**src/rtl/pcpu_pkg.sv**
```systemverilog
// Shared constants for the pipelined CPU register file: default widths,
// register count and the stall counter width, plus a saturating increment.
// Latency: n/a (package only). Backpressure: n/a.
package pcpu_pkg;

   localparam int PCPU_DATA_W  = 16;
   localparam int PCPU_NREG    = 8;
   localparam int PCPU_ADDR_W  = 3;
   localparam int STALL_CNT_W  = 16;

   // Increment that sticks at all-ones instead of wrapping.
   function automatic logic [STALL_CNT_W-1:0] sat_inc(input logic [STALL_CNT_W-1:0] v);
      return (v == '1) ? v : v + 1'b1;
   endfunction

endpackage

```
**src/rtl/pcpu_fwd_mux.sv**
```systemverilog
// Per-operand source resolution: EX, then MEM, then (optionally) WB, then array.
// Latency: combinational. Backpressure: none; the caller handles load-use stalls.
// Ports: src_ok/src_addr select the operand, *_we/*_addr/*_data are the stage
// results, arr_data is the array read, fwd_data the resolved operand.
// Macro REGFILE_BYPASS_EN adds the WB-stage forwarding term and its ports.
module pcpu_fwd_mux #(
   parameter int DATA_W = 16,
   parameter int ADDR_W = 3
) (
   input  logic              src_ok,
   input  logic [ADDR_W-1:0] src_addr,
   input  logic [DATA_W-1:0] arr_data,
   input  logic              ex_we,
   input  logic [ADDR_W-1:0] ex_addr,
   input  logic [DATA_W-1:0] ex_data,
   input  logic              mem_we,
   input  logic [ADDR_W-1:0] mem_addr,
   input  logic [DATA_W-1:0] mem_data,
`ifdef REGFILE_BYPASS_EN
   input  logic              wb_we,
   input  logic [ADDR_W-1:0] wb_addr,
   input  logic [DATA_W-1:0] wb_data,
`endif
   output logic [DATA_W-1:0] fwd_data
);

   always_comb begin
      fwd_data = arr_data;
      // Invalid or hardwired-zero sources never pick up a forwarded value.
      if (!src_ok) begin
         fwd_data = '0;
      end else if (ex_we && (ex_addr == src_addr)) begin
         fwd_data = ex_data;
      end else if (mem_we && (mem_addr == src_addr)) begin
         fwd_data = mem_data;
`ifdef REGFILE_BYPASS_EN
      end else if (wb_we && (wb_addr == src_addr)) begin
         fwd_data = wb_data;
`endif
      end
   end

endmodule

```
**src/rtl/pcpu_regfile.sv**
```systemverilog
// Register file with EX/MEM(/WB) operand forwarding, load-use stall and board read port.
// Latency: one cycle from ra_addr/rb_addr to reg_A/reg_B; grData and stall combinational.
// Backpressure: stall asks upstream to hold its instruction; operands hold while stalled.
// Ports: clock/reset (async, active-low); state gates all activity; ra/rb/id_en
// are ID-stage reads; ex_*, mem_*, wb_* are stage results; selectGr/grData is the
// debug read port; stall_cnt counts stalled cycles, saturating.
// Macro REGFILE_BYPASS_EN: forward wb_data to a same-cycle read of wb_addr.
module pcpu_regfile
   import pcpu_pkg::*;
#(
   parameter int DATA_W  = PCPU_DATA_W,
   parameter int NREG    = PCPU_NREG,
   parameter int ADDR_W  = PCPU_ADDR_W,
   parameter int R0_ZERO = 0
) (
   input  logic                   clock,
   input  logic                   reset,
   input  logic                   state,
   input  logic [ADDR_W-1:0]      ra_addr,
   input  logic [ADDR_W-1:0]      rb_addr,
   input  logic                   id_en,
   input  logic                   ex_we,
   input  logic                   ex_load,
   input  logic [ADDR_W-1:0]      ex_addr,
   input  logic [DATA_W-1:0]      ex_data,
   input  logic                   mem_we,
   input  logic [ADDR_W-1:0]      mem_addr,
   input  logic [DATA_W-1:0]      mem_data,
   input  logic                   wb_we,
   input  logic [ADDR_W-1:0]      wb_addr,
   input  logic [DATA_W-1:0]      wb_data,
   output logic [DATA_W-1:0]      reg_A,
   output logic [DATA_W-1:0]      reg_B,
   output logic                   stall,
   input  logic [ADDR_W-1:0]      selectGr,
   output logic [DATA_W-1:0]      grData,
   output logic [STALL_CNT_W-1:0] stall_cnt
);

   logic [DATA_W-1:0] regs [NREG];
   logic [DATA_W-1:0] arr_a, arr_b, fwd_a, fwd_b;
   logic              ra_ok, rb_ok, op_load;

   // A source is real only if it names an implemented, writable register.
   function automatic logic addr_ok(input logic [ADDR_W-1:0] a);
      return (int'(a) < NREG) && !((R0_ZERO != 0) && (a == '0));
   endfunction

   assign ra_ok = addr_ok(ra_addr);
   assign rb_ok = addr_ok(rb_addr);

   // Array reads by compare-and-select so out-of-range addresses read 0
   // without indexing past the array.
   always_comb begin
      arr_a  = '0;
      arr_b  = '0;
      grData = '0;
      for (int i = 0; i < NREG; i++) begin
         if (ADDR_W'(i) == ra_addr)  arr_a  = regs[i];
         if (ADDR_W'(i) == rb_addr)  arr_b  = regs[i];
         if (ADDR_W'(i) == selectGr) grData = regs[i];
      end
   end

   // Load result is not available until MEM, so a dependent ID read must wait.
   assign stall = state && id_en && ex_we && ex_load &&
                  ((ra_ok && (ex_addr == ra_addr)) || (rb_ok && (ex_addr == rb_addr)));

   assign op_load = state && id_en && !stall;

   pcpu_fwd_mux #(.DATA_W(DATA_W), .ADDR_W(ADDR_W)) u_fwd_a (
      .src_ok   (ra_ok),
      .src_addr (ra_addr),
      .arr_data (arr_a),
      .ex_we    (ex_we),
      .ex_addr  (ex_addr),
      .ex_data  (ex_data),
      .mem_we   (mem_we),
      .mem_addr (mem_addr),
      .mem_data (mem_data),
`ifdef REGFILE_BYPASS_EN
      .wb_we    (wb_we),
      .wb_addr  (wb_addr),
      .wb_data  (wb_data),
`endif
      .fwd_data (fwd_a)
   );

   pcpu_fwd_mux #(.DATA_W(DATA_W), .ADDR_W(ADDR_W)) u_fwd_b (
      .src_ok   (rb_ok),
      .src_addr (rb_addr),
      .arr_data (arr_b),
      .ex_we    (ex_we),
      .ex_addr  (ex_addr),
      .ex_data  (ex_data),
      .mem_we   (mem_we),
      .mem_addr (mem_addr),
      .mem_data (mem_data),
`ifdef REGFILE_BYPASS_EN
      .wb_we    (wb_we),
      .wb_addr  (wb_addr),
      .wb_data  (wb_data),
`endif
      .fwd_data (fwd_b)
   );

   // Register array: write-back port; register 0 is read-only when hardwired.
   always_ff @(posedge clock or negedge reset) begin
      if (!reset) begin
         for (int i = 0; i < NREG; i++) regs[i] <= '0;
      end else if (state && wb_we) begin
         for (int i = 0; i < NREG; i++) begin
            if ((ADDR_W'(i) == wb_addr) && !((R0_ZERO != 0) && (i == 0)))
               regs[i] <= wb_data;
         end
      end
   end

   // Operand registers and stall counter.
   always_ff @(posedge clock or negedge reset) begin
      if (!reset) begin
         reg_A     <= '0;
         reg_B     <= '0;
         stall_cnt <= '0;
      end else begin
         if (op_load) begin
            reg_A <= fwd_a;
            reg_B <= fwd_b;
         end
         // stall is already forced low when halted, so the count holds then.
         if (stall) stall_cnt <= sat_inc(stall_cnt);
      end
   end

endmodule

```
**config.mk**
```make
export PLATFORM = sky130hd
export DESIGN_NAME = pcpu_regfile
export DESIGN_NICKNAME = d
export VERILOG_FILES = /design/src/rtl/pcpu_pkg.sv /design/src/rtl/pcpu_fwd_mux.sv /design/src/rtl/pcpu_regfile.sv
export SDC_FILE = /design/constraint.sdc
export NUM_CORES = 1
export LEC_CHECK = 0
export CORE_ASPECT_RATIO = 0.5
export CORE_MARGIN = 5
export CORE_UTILIZATION = 45
export CTS_CLUSTER_SIZE = 24
export DETAILED_ROUTE_END_ITERATION = 6
export PLACE_DENSITY_LB_ADDON = 0.08
export SLEW_MARGIN = 30
export SYNTH_ARGS = -nofsm -noshare
export SYNTH_HDL_FRONTEND = slang
export SYNTH_HIERARCHICAL = 1
export SYNTH_SLANG_ARGS = --single-unit
```
**constraint.sdc**
```tcl
create_clock -name clock -period 3 [get_ports clock]
set_clock_uncertainty 0.1 [all_clocks]
set_input_delay 0.9 -clock clock [delete_from_list [all_inputs] [get_ports clock]]
set_output_delay 0.9 -clock clock [all_outputs]
set_load 0.01 [all_outputs]
```
=== Word-level counts from Yosys, hierarchy flattened ===
Index checks and enable logic that the tools add are counted.

* Register bits after elaboration: 176
* Logic and storage cells: 99
* Bits of input ports: 74

* Reduce and logical (&&, ||, !) cells: 25
* $add $sub $neg: 1
* Muxes and demuxes: 28
* Eq/ne operators: 33
* Bitwise operators: 1

{| class="wikitable"
|+ Operators with widths
! operator !! count
|-
| 16-bit two-way mux || 28
|-
| 3-bit equality test, first input constant || 16
|-
| 2-bit by 3-bit equality test with 1-bit output, first input constant || 8
|-
| 2-bit AND reduction || 9
|-
| 16-bit by 1-bit adder with 16-bit output, second input constant || 1
|-
| 16-bit equality test, second input constant || 1
|-
| 1-bit by 3-bit equality test with 1-bit output, first input constant || 4
|-
| 3-bit equality test || 4
|-
| 3-bit zero test || 4
|-
| 1-bit logical AND || 10
|-
| 1-bit zero test || 1
|-
| 1-bit logical OR || 1
|-
| 1-bit inverter || 1
|}

=== Longest topological paths before layout ===
Gate-level depths: netlist of the first run.

* Depth after elaboration: 11
* Depth in mapped cells: 10

=== Hierarchy ===
The synthesis of the first run kept the hierarchy.

{| class="wikitable"
|+ Modules (own cells, without submodules)
! module !! area an instance (um^2) !! seq. area each (um^2) !! cells an instance !! instances
|-
| pcpu_regfile || 10267.3 || 4404.2 || 962 || 1
|-
| pcpu_fwd_mux || 426.7 || 0.0 || 61 || 2
|}

=== Least setup slack after synthesis of the first run ===
No wires, ideal clock.

* Path kind: input-to-output
* Start point: input selectGr[0]
* End point: output grData[11]
* Buffers on the path: 3
* Stages on the path: 4
* Data required time: 2.000 ns
* Slack: 0.004 ns
* Arrival time: 1.996 ns
* Cells stage by stage: buf_2 clkbuf_1 buf_1 mux2_2

* Word-level cells in the longest chain between the ends: 9
* Elaborated cells between the ends (all ways): 16

{| class="wikitable"
|+ RTL lines
! element !! line !! source
|-
| start, declared || pcpu_regfile.sv:35 || <nowiki>input logic [ADDR_W-1:0] selectGr,</nowiki>
|-
| 3-bit zero test || pcpu_regfile.sv:61 || <nowiki>if (ADDR_W'(i) == selectGr) grData = regs[i];</nowiki>
|-
| 16-bit two-way mux (7 in series) || pcpu_regfile.sv:61 ||
|-
| 16-bit two-way mux (*) || pcpu_regfile.sv:61 ||
|-
| end, declared || pcpu_regfile.sv:36 || <nowiki>output logic [DATA_W-1:0] grData,</nowiki>
|}

Mark *: on every way between the ends. The rest lies on a longest branch, timed or not.

=== Worst setup path in the final report of the first run ===
* Start point: input selectGr[2]
* End point: output grData[14]

The elaborated chain is that of the path after synthesis.

==> out/metrics.cfg, run 1 <==
[synthesis]
yosys_warnings=6
async_flop_share=1.00
ys.flop_type=dfrtp_1
synth-edff-count=0
netlist_area_um2=11100
ys_seq_area_frac=0.396
ys_ff_latch=176
syn_inst=1084
synth_cell_types=49
syn_area_per_cell_um2=10.3

[power_and_ir_drop]
p_sw_frac=0.331
ir_drop_mv=0.268
comb_power_share=0.309
clock_power_share=0.271
power_frac_seq=0.420
leakage_nw=6.55
power.switching_mw=2.72
p_per_area_nw_per_um2=560
power.internal_mw=5.49

[layout]
final_common_cell=dfrtp_1
utilization=0.607
drive_gt1_frac=0.313
syn2layout_area_growth_pct=31.9
final_cell_mix=dfrtp_1, mux2_2, clkdlybuf4s50_1
final_area_um2=14700
fin_nets=1385
diodes=0

[worst_setup_path]
crit_start=selectGr[2]
reg2reg_from=regs[48]
critPathLaunchType=input pin
crit_path_end_kind=primary output
rr_worst_depth=8
cp.arrival_ns=2.23
critPathKind=in2out
required_ns=2.00
cp_max_fo=7

[timing]
fin_crit_sh=1.08
whs_ns=0.315
rsz0062_at_grt=yes
max-slew-margin-rel=0.539
worst_pin_slew_ns=0.690
hold_violations=0
setup_viol=16
slew_violations=0
fin_crit_ns=3.23
setup_ws_ns=-0.226
fmax_mhz=310

[status]
violations=negative setup slack
outcome=finished with violations

[die]
die_h_um=121
rows=40
dieArea_um2=28100
initial_core_util=0.460
pin_count=139
fp.dieW_um=232
core_um2=24200

[clock_network]
cts_buffers=17
clock_sinks=176
ctsRootBufferMaster=clkbuf_16
htreeDepth=4
clk_latency_ns=0.45
holdBufCountCts=0
clockBufferDepth=2
cts_tree=yes
path_clk_slew_ns=0.07

[detailed_routing]
drtAntennaViolNets=0
vias=9909
routed_wl_um=39000
drt_iter0_drc=1103
drc=0
dr.pass1.iters=5
wl_per_cell_um=23.5
via_per_inst=5.97

[job]
max_cap_violations=0

[global_route]
antenna_found_initial=0
grt.overflow.total=0
grt_max_degree=53
grt_pass1_vias=9576
grtUsageTotal=0.276
grt_pass1_wl_um=58900

[placed_design]
place_area_um2=13700
gp_congestion=0.970
dpl.hpwl_um=27600
place.port_buffers=138

[min_path]
hp-class=in2async

## worst max-delay path, cell delays in order
cell and delay (ns):
buf_8 0.10, buf_12 0.13, buf_12 0.14, buf_6 0.11, mux2i_1 0.15, nor2_1 0.08
a21oi_2 0.12, o221ai_1 0.14, a22o_1 0.21, buf_2 0.13
## what timing repair did
action / 4_1_cts / 5_1_grt
pin swaps: 22 / 33
endpoints found under the setup margin: 27 / 17
setup buffers: 14 / 4
resized for setup: 148 / 18
cloned: 1 / 0
## metrics by stage
stage	instances	setup slack (ns)	setup TNS [ns]	power, mW
after global routing	1659	-0.278	-3.40	8.56
after floorplan	1097	0.00374	0	4.72
after CTS	1656	-0.242	-2.61	8.15
after detailed placement	1609	-1.31	-32.83	5.88
final	1659	-0.226	-2.52	8.21
after global placement	1608	-1.27	-37.01	5.81
## layout make-up
cell class	count	area (um2)
Fill cell	2023	9510
Multi-Input combinational cell	815	6420
Sequential cell	176	4400
Timing Repair Buffer	278	2760
Clock buffer	20	467
Tap cell	336	420
Clock inverter	12	109
Inverter	22	82.6
## power groups by stage
stage / clock [mW] / combinational [mW] / sequential [mW]
after floorplan: 0 / 1.43 / 3.29
after global placement: 0 / 2.38 / 3.42
after detailed placement: 0 / 2.43 / 3.45
after CTS: 2.25 / 2.49 / 3.41
after global routing: 2.34 / 2.73 / 3.50
final: 2.22 / 2.54 / 3.45
## metal layers
layer,GRT usage,part of all wire,vias up
li1,-,-,4422
met1,0.398,0.45,4924
met4,0.0682,0.018,0
met2,0.408,0.43,500
met5,0,0,-
met3,0.0800,0.10,63
## cells by family after synthesis
logic type / after synthesis / share of synthesized area
AND/OR/NAND/NOR: 238 / 0.101
other: 1 / 0.000337
buffers and inverters: 106 / 0.0455
XOR/XNOR: 31 / 0.0244
adder cells (fa/ha/maj): 1 / 0.00112
AO/OA/AOI/OAI: 287 / 0.165
multiplexers: 244 / 0.266
flip-flops: 176 / 0.396
## registers in the layout, indices dropped and copies added (netlist names)
| name | count |
|---|---|
| stall_cnt | 16 |
| reg_B | 16 |
| reg_A | 16 |
| regs | 128 |
## cell usage after synthesis (all sizes together) (3+ instances only)
master	count	area, um2
nand3	19	100
o22ai	3	18.8
dfrtp	176	4400
and3	12	75.1
a221o	3	30.0
nand2b	8	50.1
a22o	46	403
o221ai	26	228
inv	22	82.6
xnor2	31	272
clkbuf	34	128
mux2i	74	741
or3	3	18.8
nor2b	17	106
a21oi	70	362
mux4	14	315
nor3	3	15.0
o21ai	112	561
nand2	78	293
mux2	156	1910
nor2	81	324
buf	50	295
nand4	11	98.8
o221a	7	78.8
a22oi	11	82.6
## final timing paths
check                                      to  slack [ns]
worst max-delay path               grData[14]       -0.23
worst min-delay path                reg_B[13]        0.31
worst max register to register       reg_B[0]        0.91
worst min register to register  stall_cnt[10]        0.41
max in group asynchronous           reg_B[15]        1.71
min in group clock              stall_cnt[10]        0.41
Power figures use the tool's default switching activity.
==> run 2: changes to the inputs <==
- CORE_MARGIN: 5 -> not set
- MAX_ROUTING_LAYER: not set -> met4
==> out/metrics.cfg, run 2 (synthesis gave the netlist of run 1 again) <==
[status]
outcome=finished with violations
violations=negative setup slack

[layout]
fin_cells=1667  ; +0.48%
largest_reg_flops=128  ; unchanged
final_area_um2=14700  ; +0.20%
drive_gt1_frac=0.309  ; -0.00413
fin_nets=1393  ; +0.58%
fillers=2024  ; +0.049%
syn2layout_area_growth_pct=32.1
diodes=0  ; unchanged
final_cell_mix=dfrtp_1, mux2_2, buf_4
final_common_cell=dfrtp_1
regMostFlops=regs

[clock_network]
clock_sinks=176  ; unchanged
htreeDepth=4  ; unchanged
ctsRootBufferMaster=clkbuf_16
holdBufCountCts=0  ; unchanged
cts_tree=yes
clk_latency_ns=0.46  ; about the same
cts_buffers=17  ; unchanged
clockBufferDepth=2  ; unchanged
path_clk_slew_ns=0.07  ; about the same

[die]
dieArea_um2=25400  ; -9.8%
rows=40  ; unchanged
core_um2=24100  ; -0.21%
die_h_um=113  ; -6.6%
fp.dieW_um=224  ; -3.4%
pin_count=139  ; unchanged
initial_core_util=0.461  ; +0.000954

[worst_setup_path]
crit_chain=buf_12, buf_8, nor2b_4, buf_6, buf_6, a22o_1, nand2_1, o221ai_2, a22o_1, buf_2
critPathLaunchType=input pin
slowest_stage=a22o_1
critPathKind=in2out
required_ns=2.00  ; about the same
cp.arrival_ns=2.11  ; -0.12 ns
slowest_delay_ns=0.22  ; about the same
rrSetupSlack_ns=0.89  ; -0.02 ns
cp_max_fo=6  ; -1
crit_path_end_kind=primary output

[job]
max_cap_violations=0  ; unchanged

[global_route]
grt_max_degree=62  ; +17%
grt_pass1_vias=9630  ; +0.56%
grtUsageTotal=0.325  ; +0.0498
grt_pass1_wl_um=59200  ; +0.52%
grt.overflow.total=0  ; unchanged
antenna_found_initial=0  ; unchanged

[timing]
fin_crit_sh=1.04  ; -0.0403
fmax_mhz=322  ; +3.9%
setup_ws_ns=-0.105  ; +0.121 ns
fin_tns_setup_ns=-0.902  ; +1.62 ns
setup_viol=15  ; -1
max-slew-margin-rel=0.530  ; -0.00860
hold_violations=0  ; unchanged
worst_pin_slew_ns=0.697  ; +0.00716 ns
rsz0062_at_grt=yes
fin_crit_ns=3.11  ; -0.121 ns
whs_ns=0.341  ; +0.0261 ns
slew_violations=0  ; unchanged

[detailed_routing]
drtAntennaViolNets=0  ; unchanged
vias=9909  ; unchanged
routed_wl_um=39200  ; +0.45%
drt_iter0_drc=1053  ; -4.5%
via_per_inst=5.94  ; -0.48%
wl_per_cell_um=23.5  ; about the same
drc=0  ; unchanged
dr.pass1.iters=5  ; unchanged

[power_and_ir_drop]
ir_drop_mv=0.458  ; +71%
p_per_area_nw_per_um2=564  ; +0.80%
leakage_nw=6.57  ; +0.25%

[min_path]
hp-class=in2async

[placed_design]
place.port_buffers=138  ; unchanged
gp_congestion=0.967  ; -0.34%
place_area_um2=13800  ; +0.55%
dp_cells=1619  ; +0.62%
dpl.hpwl_um=27800  ; +0.65%

run 2: cell types whose count changed in the layout (fill, tap and decap cells not counted), moves of 4 or more:
cell      previous run  this run
buf_16               1         5
clkinv_2             4         0
buf_8                7         3
buf_12              23        19
buf_6               14        18
a21oi_2              9         3
a21oi_1             60        66
buf_4              100       109
run 2: final timing paths:
kind | startpoint | cells past startpoint | to
min in group clock | stall_cnt[10] | 1 | stall_cnt[10]
worst min-delay path | reset | 1 | regs[101]
max in group asynchronous | reset | 2 | regs[8]
worst max register to register | regs[120] | 8 | reg_B[8]
worst min register to register | stall_cnt[10] | 1 | stall_cnt[10]
worst max-delay path | selectGr[1] | 10 | grData[6]
run 2: timing repair:
action / 4_1_cts / 5_1_grt
endpoints found under the setup margin: 21 / 17
setup buffers: 13 / 0
gates cloned: 4 / 0
gates resized for setup: 135 / 14
pin swaps: 27 / 9
run 2: metal layers:
metal  vias up  wire length [um]  part of all wire  track usage
met5         -                 0                 0            -
met4         0               577             0.015       0.0771
met3        46              4160              0.11        0.112
met2       446             16400              0.42        0.450
met1      4970             18100              0.46        0.452
li1       4447                 -                 -            -
run 2: cell type report:
cell class / instances / area, um2 / share of cell area
Sequential cell: 176 / 4400 / 0.300
Tap cell: 336 / 420 / 0.0286
Clock inverter: 10 / 128 / 0.00869
Clock buffer: 22 / 474 / 0.0323
Inverter: 22 / 82.6 / 0.00562
Timing Repair Buffer: 286 / 2810 / 0.191
Multi-Input combinational cell: 815 / 6380 / 0.434
run 2: stage by stage:
step | total power [mW] | worst slack [ns] | utilization
floorplan | 4.72 | 0.00374 | -
global placement | 5.82 | -1.01 | 0.570
detailed placement | 5.88 | -1.03 | 0.571
global route | 8.66 | -0.154 | 0.609
finish | 8.29 | -0.105 | 0.609
CTS | 8.23 | -0.125 | 0.606
run 2: critical path: cells and delay by family:
family,cells,cell delay [ns]
buffers and inverters,5,0.60
AO/OA/AOI/OAI,3,0.49
AND/OR/NAND/NOR,2,0.12
run 2: report_power, final:
part	internal (mW)	total, mW	switching, mW
logic	1.40	2.52	1.13
clock network	1.30	2.33	1.03
registers	2.87	3.44	0.569
total	5.57	8.29	2.72
